[src/rtl/board_store.sv]
// board_store: authoritative 3x3 tic-tac-toe board.
//
// Move requests and timeout auto-moves are serialised through a small FSM
// (IDLE, CHECK, SCAN, WRITE, EVAL). Acceptance/rejection pulses and the
// full/winner flags are registered.
//
// Ports:
//   clk          system clock
//   Reset        synchronous active-high reset
//   clear        new-game pulse, empties the board from any state
//   move_req     place a mark at posicion (sampled only in IDLE)
//   posicion     target cell 0..8, row = posicion/3, col = posicion%3
//   jug          player making the move (0 -> CELL_P1, 1 -> CELL_P2)
//   timeout      auto-place jug's mark in the lowest-index empty cell
//   matriz_juego board, indexed [row][col]
//   move_ack     one-cycle pulse, move committed
//   move_err     one-cycle pulse, move rejected
//   busy         high outside IDLE
//   lleno        all nine cells occupied
//   ganador      a three-in-a-row exists
//   ganador_jug  cell code of the winning line (CELL_EMPTY if none)
//   last_pos     last committed cell, 4'hF when none
`timescale 1ns / 1ps

module board_store #(
  parameter logic [1:0] CELL_EMPTY = 2'b00,
  parameter logic [1:0] CELL_P1    = 2'b01,
  parameter logic [1:0] CELL_P2    = 2'b10
) (
  input  logic                  clk,
  input  logic                  Reset,
  input  logic                  clear,
  input  logic                  move_req,
  input  logic [3:0]            posicion,
  input  logic                  jug,
  input  logic                  timeout,
  output logic [2:0][2:0][1:0]  matriz_juego,
  output logic                  move_ack,
  output logic                  move_err,
  output logic                  busy,
  output logic                  lleno,
  output logic                  ganador,
  output logic [1:0]            ganador_jug,
  output logic [3:0]            last_pos
);

  typedef enum logic [2:0] {StIdle, StCheck, StScan, StWrite, StEval} state_e;

  state_e            state_q, state_d;
  logic [8:0][1:0]   board_q, board_d;
  logic [3:0]        pos_q, pos_d;
  logic [3:0]        scan_q, scan_d;
  logic [3:0]        last_pos_q, last_pos_d;
  logic              jug_q, jug_d;
  logic              ack_q, ack_d;
  logic              err_q, err_d;
  logic              lleno_q, lleno_d;
  logic              gan_q, gan_d;
  logic [1:0]        gjug_q, gjug_d;

  logic [1:0]        target_cell;
  logic [1:0]        scan_cell;
  logic [1:0]        mark;
  logic [7:0][1:0]   line_codes;
  logic [1:0]        win_code;
  logic              full;

  // Code of a line if all three cells match, else CELL_EMPTY. An all-empty
  // line naturally yields CELL_EMPTY.
  function automatic logic [1:0] line_code(input logic [1:0] a, input logic [1:0] b,
                                           input logic [1:0] c);
    return ((a == b) && (b == c)) ? a : CELL_EMPTY;
  endfunction

  assign mark = jug_q ? CELL_P2 : CELL_P1;

  // Cell lookups with indices that may exceed 8; out-of-range reads as empty
  // but the CHECK state rejects those positions first.
  always_comb begin
    target_cell = CELL_EMPTY;
    scan_cell   = CELL_EMPTY;
    for (int i = 0; i < 9; i++) begin
      if (pos_q == 4'(i))  target_cell = board_q[i];
      if (scan_q == 4'(i)) scan_cell   = board_q[i];
    end
  end

  // Line and fullness evaluation on the committed board.
  always_comb begin
    line_codes[0] = line_code(board_q[0], board_q[1], board_q[2]);
    line_codes[1] = line_code(board_q[3], board_q[4], board_q[5]);
    line_codes[2] = line_code(board_q[6], board_q[7], board_q[8]);
    line_codes[3] = line_code(board_q[0], board_q[3], board_q[6]);
    line_codes[4] = line_code(board_q[1], board_q[4], board_q[7]);
    line_codes[5] = line_code(board_q[2], board_q[5], board_q[8]);
    line_codes[6] = line_code(board_q[0], board_q[4], board_q[8]);
    line_codes[7] = line_code(board_q[2], board_q[4], board_q[6]);
    // Lowest-numbered winning line supplies the single reported code.
    win_code = CELL_EMPTY;
    for (int i = 7; i >= 0; i--) begin
      if (line_codes[i] != CELL_EMPTY) win_code = line_codes[i];
    end
    full = 1'b1;
    for (int i = 0; i < 9; i++) begin
      if (board_q[i] == CELL_EMPTY) full = 1'b0;
    end
  end

  // Next-state and datapath updates.
  always_comb begin
    state_d    = state_q;
    board_d    = board_q;
    pos_d      = pos_q;
    scan_d     = scan_q;
    jug_d      = jug_q;
    ack_d      = 1'b0;
    err_d      = 1'b0;
    lleno_d    = lleno_q;
    gan_d      = gan_q;
    gjug_d     = gjug_q;
    last_pos_d = last_pos_q;

    if (clear) begin
      state_d    = StIdle;
      board_d    = {9{CELL_EMPTY}};
      pos_d      = 4'd0;
      scan_d     = 4'd0;
      jug_d      = 1'b0;
      lleno_d    = 1'b0;
      gan_d      = 1'b0;
      gjug_d     = CELL_EMPTY;
      last_pos_d = 4'hF;
    end else begin
      case (state_q)
        StIdle: begin
          // timeout outranks move_req; a timeout on a finished game is
          // swallowed and the coincident move_req is dropped with it.
          if (timeout) begin
            if (!gan_q && !lleno_q) begin
              jug_d   = jug;
              scan_d  = 4'd0;
              state_d = StScan;
            end
          end else if (move_req) begin
            pos_d   = posicion;
            jug_d   = jug;
            state_d = StCheck;
          end
        end
        StCheck: begin
          if ((pos_q > 4'd8) || gan_q || (target_cell != CELL_EMPTY)) begin
            err_d   = 1'b1;
            state_d = StIdle;
          end else begin
            state_d = StWrite;
          end
        end
        StScan: begin
          if (scan_cell == CELL_EMPTY) begin
            pos_d   = scan_q;
            state_d = StWrite;
          end else if (scan_q == 4'd8) begin
            err_d   = 1'b1;
            state_d = StIdle;
          end else begin
            scan_d = scan_q + 4'd1;
          end
        end
        StWrite: begin
          for (int i = 0; i < 9; i++) begin
            if (pos_q == 4'(i)) board_d[i] = mark;
          end
          state_d = StEval;
        end
        StEval: begin
          lleno_d    = full;
          gan_d      = (win_code != CELL_EMPTY);
          gjug_d     = win_code;
          last_pos_d = pos_q;
          ack_d      = 1'b1;
          state_d    = StIdle;
        end
        default: state_d = StIdle;
      endcase
    end
  end

  always_ff @(posedge clk) begin
    if (Reset) begin
      state_q    <= StIdle;
      board_q    <= {9{CELL_EMPTY}};
      pos_q      <= 4'd0;
      scan_q     <= 4'd0;
      jug_q      <= 1'b0;
      ack_q      <= 1'b0;
      err_q      <= 1'b0;
      lleno_q    <= 1'b0;
      gan_q      <= 1'b0;
      gjug_q     <= CELL_EMPTY;
      last_pos_q <= 4'hF;
    end else begin
      state_q    <= state_d;
      board_q    <= board_d;
      pos_q      <= pos_d;
      scan_q     <= scan_d;
      jug_q      <= jug_d;
      ack_q      <= ack_d;
      err_q      <= err_d;
      lleno_q    <= lleno_d;
      gan_q      <= gan_d;
      gjug_q     <= gjug_d;
      last_pos_q <= last_pos_d;
    end
  end

  always_comb begin
    for (int r = 0; r < 3; r++) begin
      for (int c = 0; c < 3; c++) begin
        matriz_juego[r][c] = board_q[r * 3 + c];
      end
    end
  end

  assign move_ack    = ack_q;
  assign move_err    = err_q;
  assign busy        = (state_q != StIdle);
  assign lleno       = lleno_q;
  assign ganador     = gan_q;
  assign ganador_jug = gjug_q;
  assign last_pos    = last_pos_q;

endmodule

[config.mk]
export PLATFORM = sky130hd
export DESIGN_NAME = board_store
export DESIGN_NICKNAME = d
export VERILOG_FILES = /design/src/rtl/board_store.sv
export SDC_FILE = /design/constraint.sdc
export NUM_CORES = 1
export LEC_CHECK = 0
export BUFFER_PORTS_ARGS = -buffer_cell sky130_fd_sc_hd__buf_4
export CAP_MARGIN = 10
export CORE_UTILIZATION = 25
export CTS_CLUSTER_SIZE = 20
export DETAILED_ROUTE_END_ITERATION = 12
export GPL_TIMING_DRIVEN = 0
export PLACE_DENSITY = 0.42
export SLEW_MARGIN = 25
export SYNTH_ARGS = -nofsm -noshare
export SYNTH_HDL_FRONTEND = slang
export SYNTH_SLANG_ARGS = --single-unit
[constraint.sdc]
create_clock -name clk -period 4.5 [get_ports clk]
set_clock_uncertainty 0.05 [all_clocks]
set_input_delay 0.45 -clock clk [delete_from_list [all_inputs] [get_ports clk]]
set_output_delay 0.45 -clock clk [all_outputs]
set_load 0.1 [all_outputs]
Word level (Yosys, flattened, before mapping)
Index checks and enable logic that the tools add are counted.
Storage, ports and cells
  register bits after elaboration: 40
  logic and storage cells: 189
Operators by class
  equality and inequality tests: 47
  mux-type cells: 68
  order comparisons: 1
  add/subtract/negate cells: 1
  reductions and logical operators: 53
Operators by type and width (number)
  $mux W2: 36
  $eq A2 B2 Y1: 16
  $eq A4 B3 Y1 const B: 8
  $mux W4: 7
  $reduce_bool A2 Y1: 12
  $logic_not A2 Y1: 10
  $reduce_and A2 Y1: 9
  $eq A4 B2 Y1 const B: 4
  $mux W1: 16
  $pmux W4 S2: 2
  $mux W3: 5
  $ne A2 B2 Y1 const B: 7
  $pmux W3 S4: 1
  $logic_and A1 B1 Y1: 9
  $ne A3 B3 Y1 const B: 3
  $eq A4 B1 Y1 const B: 2
  $eq A4 B4 Y1 const B: 2
  $logic_not A4 Y1: 2
  $eq A3 B2 Y1 const B: 2
  $reduce_and A3 Y1: 2
  $reduce_and A5 Y1: 1
  $add A4 B1 Y4 const B: 1
  $gt A4 B4 Y1 const B: 1
  $reduce_and A4 Y1: 1
  other kinds (9): 11

Longest topological paths before layout
  word-level depth: 14
  depth in mapped cells: 8

Worst setup path before layout
No wires, ideal clock.
  path kind: register to register
  start point: register board_q, in the netlist matriz_juego[13]
  end point: register scan_q[2]
  arrival time: 2425 ps
  library setup time: 74 ps
  path slack: 1951 ps
  required time: 4376 ps
  clock period less this slack: 2549 ps
  cell stages (with the launch flop): 8
  path buffers: 1
  cell sequence: dfxtp_1 -> clkbuf_2 -> nor2_1 -> a221o_1 -> a21oi_4 -> o31ai_2 -> or3_1 -> a31oi_1
Between the ends
  word-level cells in the longest chain between the ends: 6
Ends and longest elaborated chain
  start: declaration: RTL line 50  | logic [8:0][1:0] board_q, board_d;
  start signal: assignment: RTL line 191  | board_q <= {9{CELL_EMPTY}};
  start signal: assignment: RTL line 203  | board_q <= board_d;
  $mux W2 (3 in series): RTL line 84  | if (scan_q == 4'(i)) scan_cell = board_q[i];
  $logic_not A2 Y1: RTL line 159  | if (scan_cell == CELL_EMPTY) begin
  $ne A2 B2 Y1 (no source line)
  $reduce_and A5 Y1 (no source line)
  end signal: assignment: RTL line 205  | scan_q <= scan_d;
  end: declaration: RTL line 52  | logic [3:0] scan_q, scan_d;
No other way between the ends.
A chain may end at the register's enable or synchronous reset.

Worst setup path after layout
  start point: register state_q[1]
  end point: output port busy
Between the ends
  word-level cells in the longest chain between the ends: 1
Ends and longest elaborated chain
  start: declaration: RTL line 49  | state_e state_q, state_d;
  start signal: assignment: RTL line 190  | state_q <= StIdle;
  start signal: assignment: RTL line 202  | state_q <= state_d;
  $reduce_bool A3 Y1: RTL line 226  | assign busy = (state_q != StIdle);
  end: declaration: RTL line 40  | output logic busy,
No other way between the ends.

==> impl_metrics.py <==
metrics = {
    "status": {
        "status": "complete, no violations",
    },
    "worst_setup_path": {
        "worstSetupEndpointType": "output port",
        "cp.required_ps": 4000,
        "timing.rr.start": "scan_q[0]$_SDFFE_PP0P_",
        "crit_fanout": 10,
        "start_kind": "flop",
        "worstSetupPathType": "flop to output port",
        "reg2reg_to": "scan_q[2]$_SDFFE_PP0P_",
        "rr_worst_depth": 8,
        "worstPathArrival_ps": 1820,
        "ff2ff_setup_slack_ps": 2260,
    },
    "logic_synthesis": {
        "async_reset_ff_share_pct": 0,
        "ys_ff_latch": 40,
        "yosys_warnings": 0,
        "syn-num-nets": 339,
        "synth_edf_count": 0,
        "syn_area_um2": 2400,
        "yosysUniqueCellTypes": 48,
        "synth_cells": 325,
        "yosysSeqAreaShare_pct": 33.4,
        "synth_flop_cell": "dfxtp_1",
        "syn_area_per_cell_um2": 7.39,
    },
    "cts": {
        "clk_latency_ps": 300,
        "clockRootBuffer": "clkbuf_8",
        "cts_buffers": 5,
        "cts_hold_buf": 0,
        "h-tree-depth": 2,
        "cts_resized": 0,
        "post_cts_buffers": 0,
        "clock_sinks": 40,
        "path_clk_slew_ps": 90,
        "clk_path_buf_depth": 2,
        "cts_tree": "done",
    },
    "worst_hold_path": {
        "hp-start": "posicion[3]",
        "worstHoldEndpoint": "pos_q[3]$_SDFFE_PP0P_",
        "hold_path_class": "input pin to flop",
        "worstHoldPathCells": 3,
    },
    "detailed_routing": {
        "routed_wirelength_um": 8270,
        "final_antenna_net_count": 0,
        "wire_per_inst_um": 16.6,
        "vias_per_cell": 5.10,
        "dr.pass1.iters": 5,
        "vias": 2547,
        "drt_iter0_drc": 105,
        "remaining_drc_errors": 0,
    },
    "pwr": {
        "ir_worst_vdd_v": 0.000142,
        "p_leak_nw": 1.14,
        "powerDensity_nw_per_um2": 264,
    },
    "global_routing": {
        "grt_pass1_vias": 2393,
        "grt_max_degree": 13,
        "grt_pass1_wl_um": 13100,
        "antenna_found_initial": 0,
        "overflow": 0,
        "grt_usage_pct": 16.8,
    },
    "floorplan": {
        "rows": 35,
        "initial_core_util_pct": 25.9,
        "die_x_um": 100,
        "die-area_um2": 10000,
        "coreArea_um2": 9280,
        "die_h_um": 100,
        "pin_count": 39,
    },
    "timing": {
        "relSlewSlack_pct": 54.4,
        "whs_ps": 380,
        "fin_tns_setup_ps": 0,
        "hold_violations": 0,
        "period_minus_slack_ps": 2320,
        "layout_worst_path_cycle_share_pct": 51.7,
        "setup_viol": 0,
        "clock.fmax_mhz": 430,
        "slew_viol_final": 0,
        "worstMarginPinSlew_ps": 682,
        "rsz0062_at_grt": "false",
    },
    "cells_and_area": {
        "nets": 384,
        "final_cell_count_no_fill": 499,
        "syn_to_final_growth_pct": 24.0,
        "drive_gt1_share_pct": 16.2,
        "n_antenna_cell": 0,
        "num-fill-cells": 1021,
    },
    "placed_design": {
        "gp_congestion": 0.819,
        "dpl.cell_count": 492,
        "post-dp-hpwl_um": 6090,
        "portBuffers": 38,
    },
    "run": {
        "drv_cap": 0,
    },
}
## critical path: stages, from the launching register on
cell and delay (ps):
dfxtp_1 350, clkbuf_1 230, nor3_1 560, inv_1 120
buf_4 260
## flip-flops by register name, indices dropped and copies added (netlist names)
signal        flops
matriz_juego     18
last_pos          4
pos_q             4
scan_q            4
state_q           3
ganador_jug       2
ganador           1
jug_q             1
lleno             1
move_ack          1
move_err          1
## per-layer routing
metal	part of all wire [%]	GRT usage, %	up-vias
met5	0	0	-
met4	0.22	4.35	0
met3	2.9	2.09	3
met2	47	27.3	59
met1	50	23.5	1218
li1	-	-	1267
## how the worst max path moves through the flow
stage	startpoint	end	slack (ps)	depth (start not counted)
after CTS	matriz_juego[8]$_SDFFE_PP0P_	ganador_jug[1]$_SDFFE_PP0P_	2220	7
after global routing	matriz_juego[8]$_SDFFE_PP0P_	ganador_jug[1]$_SDFFE_PP0P_	2030	7
after detailed placement	matriz_juego[8]$_SDFFE_PP0P_	ganador_jug[1]$_SDFFE_PP0P_	2220	7
after floorplan	matriz_juego[13]$_SDFFE_PP0P_	scan_q[2]$_SDFFE_PP0P_	1950	7
final	state_q[1]$_SDFFE_PP0P_	busy	2180	4
after global placement	matriz_juego[8]$_SDFFE_PP0P_	ganador_jug[1]$_SDFFE_PP0P_	2200	7
## cell usage after synthesis (all sizes together) (2+ instances only)
cell type  number  area share [%]
dfxtp          40              33
and3            4             1.0
mux2i          10             4.2
nand2b          4             1.0
buf             5            0.99
a21oi          24             5.5
inv             7             1.1
nand3          19             4.0
nor2           46             7.3
ha              4             2.1
clkbuf         16             2.6
o31ai           2             1.4
a21o            3            0.94
a31oi           3            0.78
nor3           17             3.5
and2            2            0.52
nor3b           5             1.6
o21a            5             1.6
a221oi          3             1.1
a311oi          7             2.6
or2             2            0.52
nor4            5             1.3
or3            13             3.4
nand2          35             5.5
a211oi          2            0.63
o21ai          23             4.8
o211ai          2            0.83
nand3b          3            0.94
## layout by cell type (no fill, tap or decap), types with 5 or more instances in the layout
master    netlist  final
or3_1          13     13
nand3_1        19     19
o21ai_0        23     23
inv_1           7      7
nor3b_1         5      5
a311oi_1        7      7
clkbuf_1       15     15
clkbuf_8        0      5
nor4_1          5      5
dfxtp_1        40     40
nor3_1         17     17
buf_4           0     38
o21a_1          5      5
mux2i_1        10     10
a21oi_1        23     23
nand2_1        35     35
nor2_1         45     45
## layout make-up
| cell class | instances | area (um^2) | share of cell area, % |
|---|---|---|---|
| clock buffers | 5 | 68.8 | 2.31 |
| inverters | 7 | 26.3 | 0.883 |
| plain buffers | 21 | 85.1 | 2.86 |
| multi-input cells | 257 | 1490 | 50.0 |
| well taps | 129 | 161 | 5.42 |
| clock inverters | 2 | 60.1 | 2.02 |
| repair buffers | 38 | 285 | 9.58 |
| flip-flops and latches | 40 | 801 | 26.9 |
## where the power goes
part / total [mW] / switching [mW] / internal (mW)
combinational: 0.0703 / 0.0474 / 0.0230
clock: 0.355 / 0.136 / 0.219
sequential: 0.360 / 0.00269 / 0.357
## through the flow
step	util [%]	setup WS [ps]	power, mW	area (um^2)
floorplan	-	1950	0.414	2400
global placement	30.7	2200	0.438	2850
detailed placement	30.7	2220	0.438	2850
CTS	32.1	2220	0.796	2980
global route	32.1	2030	0.818	2980
finish	32.1	2180	0.784	2980
## cell families (layout without fill, tap and decap cells)
kind of cell | after synthesis | after routing | share of synthesized area [%]
multiplexers | 11 | 11 | 4.64
adder cells (fa/ha/maj) | 4 | 4 | 2.08
AO/OA/AOI/OAI | 83 | 83 | 23.4
buffers and inverters | 28 | 73 | 4.64
flip-flops | 40 | 40 | 33.4
AND/OR/NAND/NOR | 159 | 159 | 31.9
(Power assumes the default switching activity.)
